$ cat src/rtl/div_iter.sv
// div_iter: iterative restoring divider for the EX stage, one quotient bit
// per clock. Result layout is {remainder, quotient} to match HI/LO writes.
// Optional feature macro: DIV_SIGNED_EN enables signed (DIV) operation;
// without it signed_i is ignored and every division is unsigned.
//
// Handshake: EX holds start_i high from request until it has consumed the
// result. ready_o is high in END with result_o stable; EX drops start_i to
// release it, and the block returns to FREE on the next edge. busy_o is high
// while a division is in flight (BYZERO, ON). annul_i aborts an in-flight
// division back to FREE and is ignored once the result is presented.
module div_iter #(
  parameter int WIDTH = 32
) (
  input  logic               clk,
  input  logic               rst,
  input  logic               start_i,
  input  logic               annul_i,
  input  logic               signed_i,
  input  logic [WIDTH-1:0]   opdata1_i,
  input  logic [WIDTH-1:0]   opdata2_i,
  output logic [2*WIDTH-1:0] result_o,
  output logic               ready_o,
  output logic               busy_o,
  output logic [1:0]         dbg_state
);

  localparam int CW = $clog2(WIDTH + 1);
  localparam logic [CW-1:0] LAST = CW'(WIDTH);

  typedef enum logic [1:0] {
    FREE   = 2'd0,
    BYZERO = 2'd1,
    ON     = 2'd2,
    END    = 2'd3
  } state_t;

  state_t           state, state_n;
  logic [CW-1:0]    cnt;
  logic [2*WIDTH:0] work, work_step;
  logic [WIDTH:0]   diff;
  logic [WIDTH-1:0] divisor_q;
  logic [WIDTH-1:0] mag1, mag2;
  logic [WIDTH-1:0] quo, rem, quo_fix, rem_fix;
  logic             accept;
  logic             unused_bits;

  assign accept = start_i && !annul_i;
  assign quo    = work[WIDTH-1:0];
  assign rem    = work[2*WIDTH-1:WIDTH];

`ifdef DIV_SIGNED_EN
  logic neg_q, neg_r;

  // Operand magnitudes for the unsigned core
  always_comb begin
    mag1 = opdata1_i;
    mag2 = opdata2_i;
    if (signed_i && opdata1_i[WIDTH-1]) mag1 = ~opdata1_i + 1'b1;
    if (signed_i && opdata2_i[WIDTH-1]) mag2 = ~opdata2_i + 1'b1;
  end

  // Remember which result halves need negating at the end
  always_ff @(posedge clk) begin
    if (rst) begin
      neg_q <= 1'b0;
      neg_r <= 1'b0;
    end else if (state == FREE && accept) begin
      neg_q <= signed_i & (opdata1_i[WIDTH-1] ^ opdata2_i[WIDTH-1]);
      neg_r <= signed_i & opdata1_i[WIDTH-1];
    end
  end

  assign quo_fix     = neg_q ? (~quo + 1'b1) : quo;
  assign rem_fix     = neg_r ? (~rem + 1'b1) : rem;
  // Top work bit is always zero after a kept subtraction; never read
  assign unused_bits = work[2*WIDTH];
`else
  assign mag1        = opdata1_i;
  assign mag2        = opdata2_i;
  assign quo_fix     = quo;
  assign rem_fix     = rem;
  assign unused_bits = ^{work[2*WIDTH], signed_i};
`endif

  // One restoring step: shift left, trial-subtract, keep if non-negative
  always_comb begin
    diff = work[2*WIDTH-1:WIDTH-1] - {1'b0, divisor_q};
    if (!diff[WIDTH]) work_step = {diff, work[WIDTH-2:0], 1'b1};
    else              work_step = {work[2*WIDTH-1:0], 1'b0};
  end

  // State register
  always_ff @(posedge clk) begin
    if (rst) state <= FREE;
    else     state <= state_n;
  end

  // Next-state logic; annul beats completion in BYZERO and ON
  always_comb begin
    state_n = state;
    case (state)
      FREE:    if (accept) state_n = (opdata2_i == '0) ? BYZERO : ON;
      BYZERO:  state_n = annul_i ? FREE : END;
      ON: begin
        if (annul_i)          state_n = FREE;
        else if (cnt == LAST) state_n = END;
      end
      END:     if (!start_i) state_n = FREE;
      default: state_n = FREE;
    endcase
  end

  // Datapath: latch operands, iterate, finalise and release the result
  always_ff @(posedge clk) begin
    if (rst) begin
      cnt       <= '0;
      work      <= '0;
      divisor_q <= '0;
      result_o  <= '0;
    end else begin
      case (state)
        FREE: begin
          if (accept) begin
            work      <= {{(WIDTH+1){1'b0}}, mag1};
            divisor_q <= mag2;
            cnt       <= '0;
          end
        end
        ON: begin
          if (!annul_i) begin
            if (cnt != LAST) begin
              work <= work_step;
              cnt  <= cnt + 1'b1;
            end else begin
              result_o <= {rem_fix, quo_fix};
            end
          end
        end
        END:     if (!start_i) result_o <= '0;
        default: ;
      endcase
    end
  end

  assign ready_o   = (state == END);
  assign busy_o    = (state == BYZERO) || (state == ON);
  assign dbg_state = state;

endmodule
$ cat config.mk
export PLATFORM = sky130hd
export DESIGN_NAME = div_iter
export DESIGN_NICKNAME = d
export VERILOG_FILES = /design/src/rtl/div_iter.sv
export SDC_FILE = /design/constraint.sdc
export NUM_CORES = 1
export LEC_CHECK = 0
export BUFFER_PORTS_ARGS = -buffer_cell sky130_fd_sc_hd__buf_2
export CAP_MARGIN = 20
export CORE_MARGIN = 10
export CORE_UTILIZATION = 50
export DETAILED_ROUTE_END_ITERATION = 16
export PLACE_DENSITY = 0.72
export SYNTH_ARGS = -nofsm -noshare
export SYNTH_HDL_FRONTEND = slang
export SYNTH_SLANG_ARGS = --single-unit
$ cat constraint.sdc
create_clock -name clk -period 3.49 [get_ports clk]
set_input_delay 0.698 -clock clk [delete_from_list [all_inputs] [get_ports clk]]
set_output_delay 0.698 -clock clk [all_outputs]
set_load 0.02 [all_outputs]
==> summary.md <==
| Metric | Value |
|---|---|
| Num CTS Buffers | `17` |
| Area of the multi-input gates | `0.00464 mm2` |
| Cell count along the critical path | `13` |
| I/O pin count | `137` |
| Initial cell density of the core | `51.0%` |
| Final hold violations | `0` |
| DIE HEIGHT | `150 um` |
| Area growth, synth to finish | `17.3%` |
| Initial antenna violation count | `2` |
| Crit Path Category | `flip-flop to flip-flop` |
| Pin count of the biggest net entering global routing | `71` |
| CP Cell Sequence | `inv_1 > ha_1 > inv_1 > fa_1 > a211oi_1 > o21ai_1 > o21ai_2 > a211o_1 > o311ai_4 > nor2_4 > buf_12 > mux2i_1 > o21ai_0` |
| Yosys warns | `0` |
| CTS tree | `yes` |
| Grt ovf | `0` |
| DR pass1 iterations | `5` |
| Async set-reset flop share out of synthesis | `0%` |
| Sequential share of the synthesized area | `39.8%` |
| Placeable Area | `0.0166 mm2` |
| DP Worst Slack | `168 ps` |
| Slew HR | `52.4%` |
| EDFF count, synth | `0` |
| Tot GR Track Use | `19.6%` |
| Most used flip-flop cell after synthesis | `dfxtp_1` |
| Die Wd | `150 um` |
| Power density over the cells | `720 mW/mm2` |
| Register Area | `0.00336 mm2` |
| H-tree depth | `4` |
| Worst hold stages | `2` |
| Number of fill cells in the layout | `1,529` |
| RSZ-0062 raised after global routing | `false` |
| HP Start | `divisor_q[23]` |
| Buffers on Ports | `135` |
| Final GP Congestion | `0.940` |
| Mapped Area | `0.00845 mm2` |
| Worst-margin pin slew | `714 ps` |
| Maximum vdd drop | `0.522 mV` |
| Vias in the first global route | `7,331` |
| Startpoint class of the critical path | `flip-flop` |
| Drt drc | `0` |
| Hpwl dp | `15,900 um` |
| Cts repair resizes | `0` |
| CP most frequent cell | `inv_1` |
| Post-route ant nets | `0` |
| Root Buffer | `clkbuf_16` |
| Post-CTS Setup Repair Bufs | `0` |
| Lkg Pwr | `4.11 nW` |
| Final WS setup | `393 ps` |
| Crit. End Element | `flip-flop` |
| Final Max Slew Viols | `0` |
| MaxCap Viol Count | `0` |
| Hold/Removal Path Class | `flip-flop to flip-flop` |
| Final worst-path cycle share | `88.8%` |
| Clk pin slew, worst setup/hold paths | `70 ps` |
| Worst skew pair latency | `440 ps` |
| FF+latch count, synth | `168` |
| Worst path arrival time | `3390 ps` |
| Post-route cell area | `0.00992 mm2` |
| Hold Buf Count CTS | `0` |
| CTS sink count | `168` |
| Cells after Synth | `1,009` |
| Detailed-route wire length per cell | `16.5 um` |
| Dpl cell area | `0.00930 mm2` |
| Most common cell after layout, fill and taps aside | `dfxtp_1` |
| CTS Buffer Depth | `2` |
| Crit-path leading delay family | `compound AO/OA/AOI/OAI gates` |
| Most frequent cells in the layout | `168 x dfxtp_1, 134 x buf_2, 125 x nor2_1` |
| DIE AREA | `0.0225 mm2` |
| Crit path max-delay cell type | `nor2_4` |
| Iteration-0 DRC Markers | `433` |
| Avg Vias per Cell | `5.61` |
| Setup TNS | `0 ps` |
| Max stage delay on crit path | `420 ps` |
| Worst Skew | `12.7 ps` |
| Worst R2R Start | `work[31]` |
| Status | `completed` |
| DRT Wirelength | `22,300 um` |
| Critical Path RT | `3790 ps` |
| Syn avg cell area | `8.38 um2` |
| Critical path peak fanout | `12` |
| Site Rows | `47` |
| Fraction of layout cells with a size suffix above 1 | `18.4%` |
| Netlist cell types | `65` |
| Peak Freq | `323 MHz` |
| WP buf/inv | `3` |
| First-pass GRT wire length | `36,200 um` |
| Vias | `7,574` |
| Worst R2R Path Depth | `13` |
| Final min period | `3100 ps` |
| Final net count | `1,221` |
| CP Launch Point | `work[31]` |
| Finish-stage setup viols | `0` |
| Mapped Nets | `1,116` |
==> state kept, by name (all words and copies together) (netlist names) <==
| signal | flops |
|---|---|
| result_o | 64 |
| work | 64 |
| cnt | 6 |
| dbg_state | 2 |
| divisor_q | 32 |
==> cell families (layout without fill, tap and decap cells) <==
family	after synthesis	after routing	share of synthesized area (%)
adders and majority gates	38	38	5.72
xor gates and xnor gates	31	31	3.21
and+or+nand+nor	320	320	16.5
other	0	2	0
AOI/OAI and AO/OA	289	289	23.5
muxes	49	49	5.80
DFF	168	168	39.8
buffers and inverters	114	232	5.49
==> layer usage <==
layer  vias up  GRT usage, %  wire, um
met4         0          7.19       466
met3        36          6.13      1590
li1       3820             -         -
met5         -             0         0
met2       186          31.5     10000
met1      3532          24.3     10200
==> final cells by class <==
| class | count | share of cell area, % |
|---|---|---|
| multi-input combinational | 727 | 46.8 |
| sequential | 168 | 33.9 |
| timing repair buffer | 154 | 8.53 |
| clock buffer | 19 | 4.57 |
| tap | 220 | 2.78 |
| inverter | 46 | 1.74 |
| clock inverter | 13 | 1.59 |
| antenna | 2 | 0.0505 |
==> worst paths after layout <==
path | end | slack, ps
max | work[43] | 390
min | divisor_q[23] | 450
min reg2reg | divisor_q[23] | 450
max reg2reg | work[43] | 390
==> tightest hold or removal path, stage by stage (launching register included) <==
cell and delay (ps):
dfxtp_1 310, nand2_1 50, a21oi_1 50
==> power by group <==
group,switching (mW),internal (mW)
combinational,1.71,1.19
clock,0.839,1.12
sequential,0.161,2.12
==> synthesized netlist by cell type (all sizes together) (5+ instances only) <==
cell,number,area (um2)
clkbuf,56,210
nor4,11,68.8
nand2,118,443
o211ai,5,37.5
a22oi,64,480
nor3,11,55.1
a21boi,5,37.5
inv,46,173
nand2b,6,37.5
a31oi,5,31.3
nor2,129,489
o21ai,46,241
a21oi,67,339
nand4,11,68.8
o31ai,5,42.5
a32oi,9,78.8
a21o,15,113
a211oi,36,270
xor2,17,149
buf,12,81.3
xnor2,14,123
mux2i,49,490
nand3,13,77.6
dfxtp,168,3360
ha,37,463
==> per-stage QoR <==
| stage | cells | hold WS (ps) | power, mW | utilization, % |
|---|---|---|---|---|
| 5_1_grt | 1347 | 475 | 7.55 | 59.8 |
| 6_report | 1349 | 454 | 7.14 | 59.8 |
| 3_5_place_dp | 1315 | 447 | 5.17 | 56.1 |
| 4_1_cts | 1347 | 456 | 7.14 | 59.7 |
| 3_3_place_gp | 1315 | 443 | 5.12 | 56.1 |
| 2_1_floorplan | 1009 | 436 | 4.50 | - |
(Power assumes the default switching activity.)
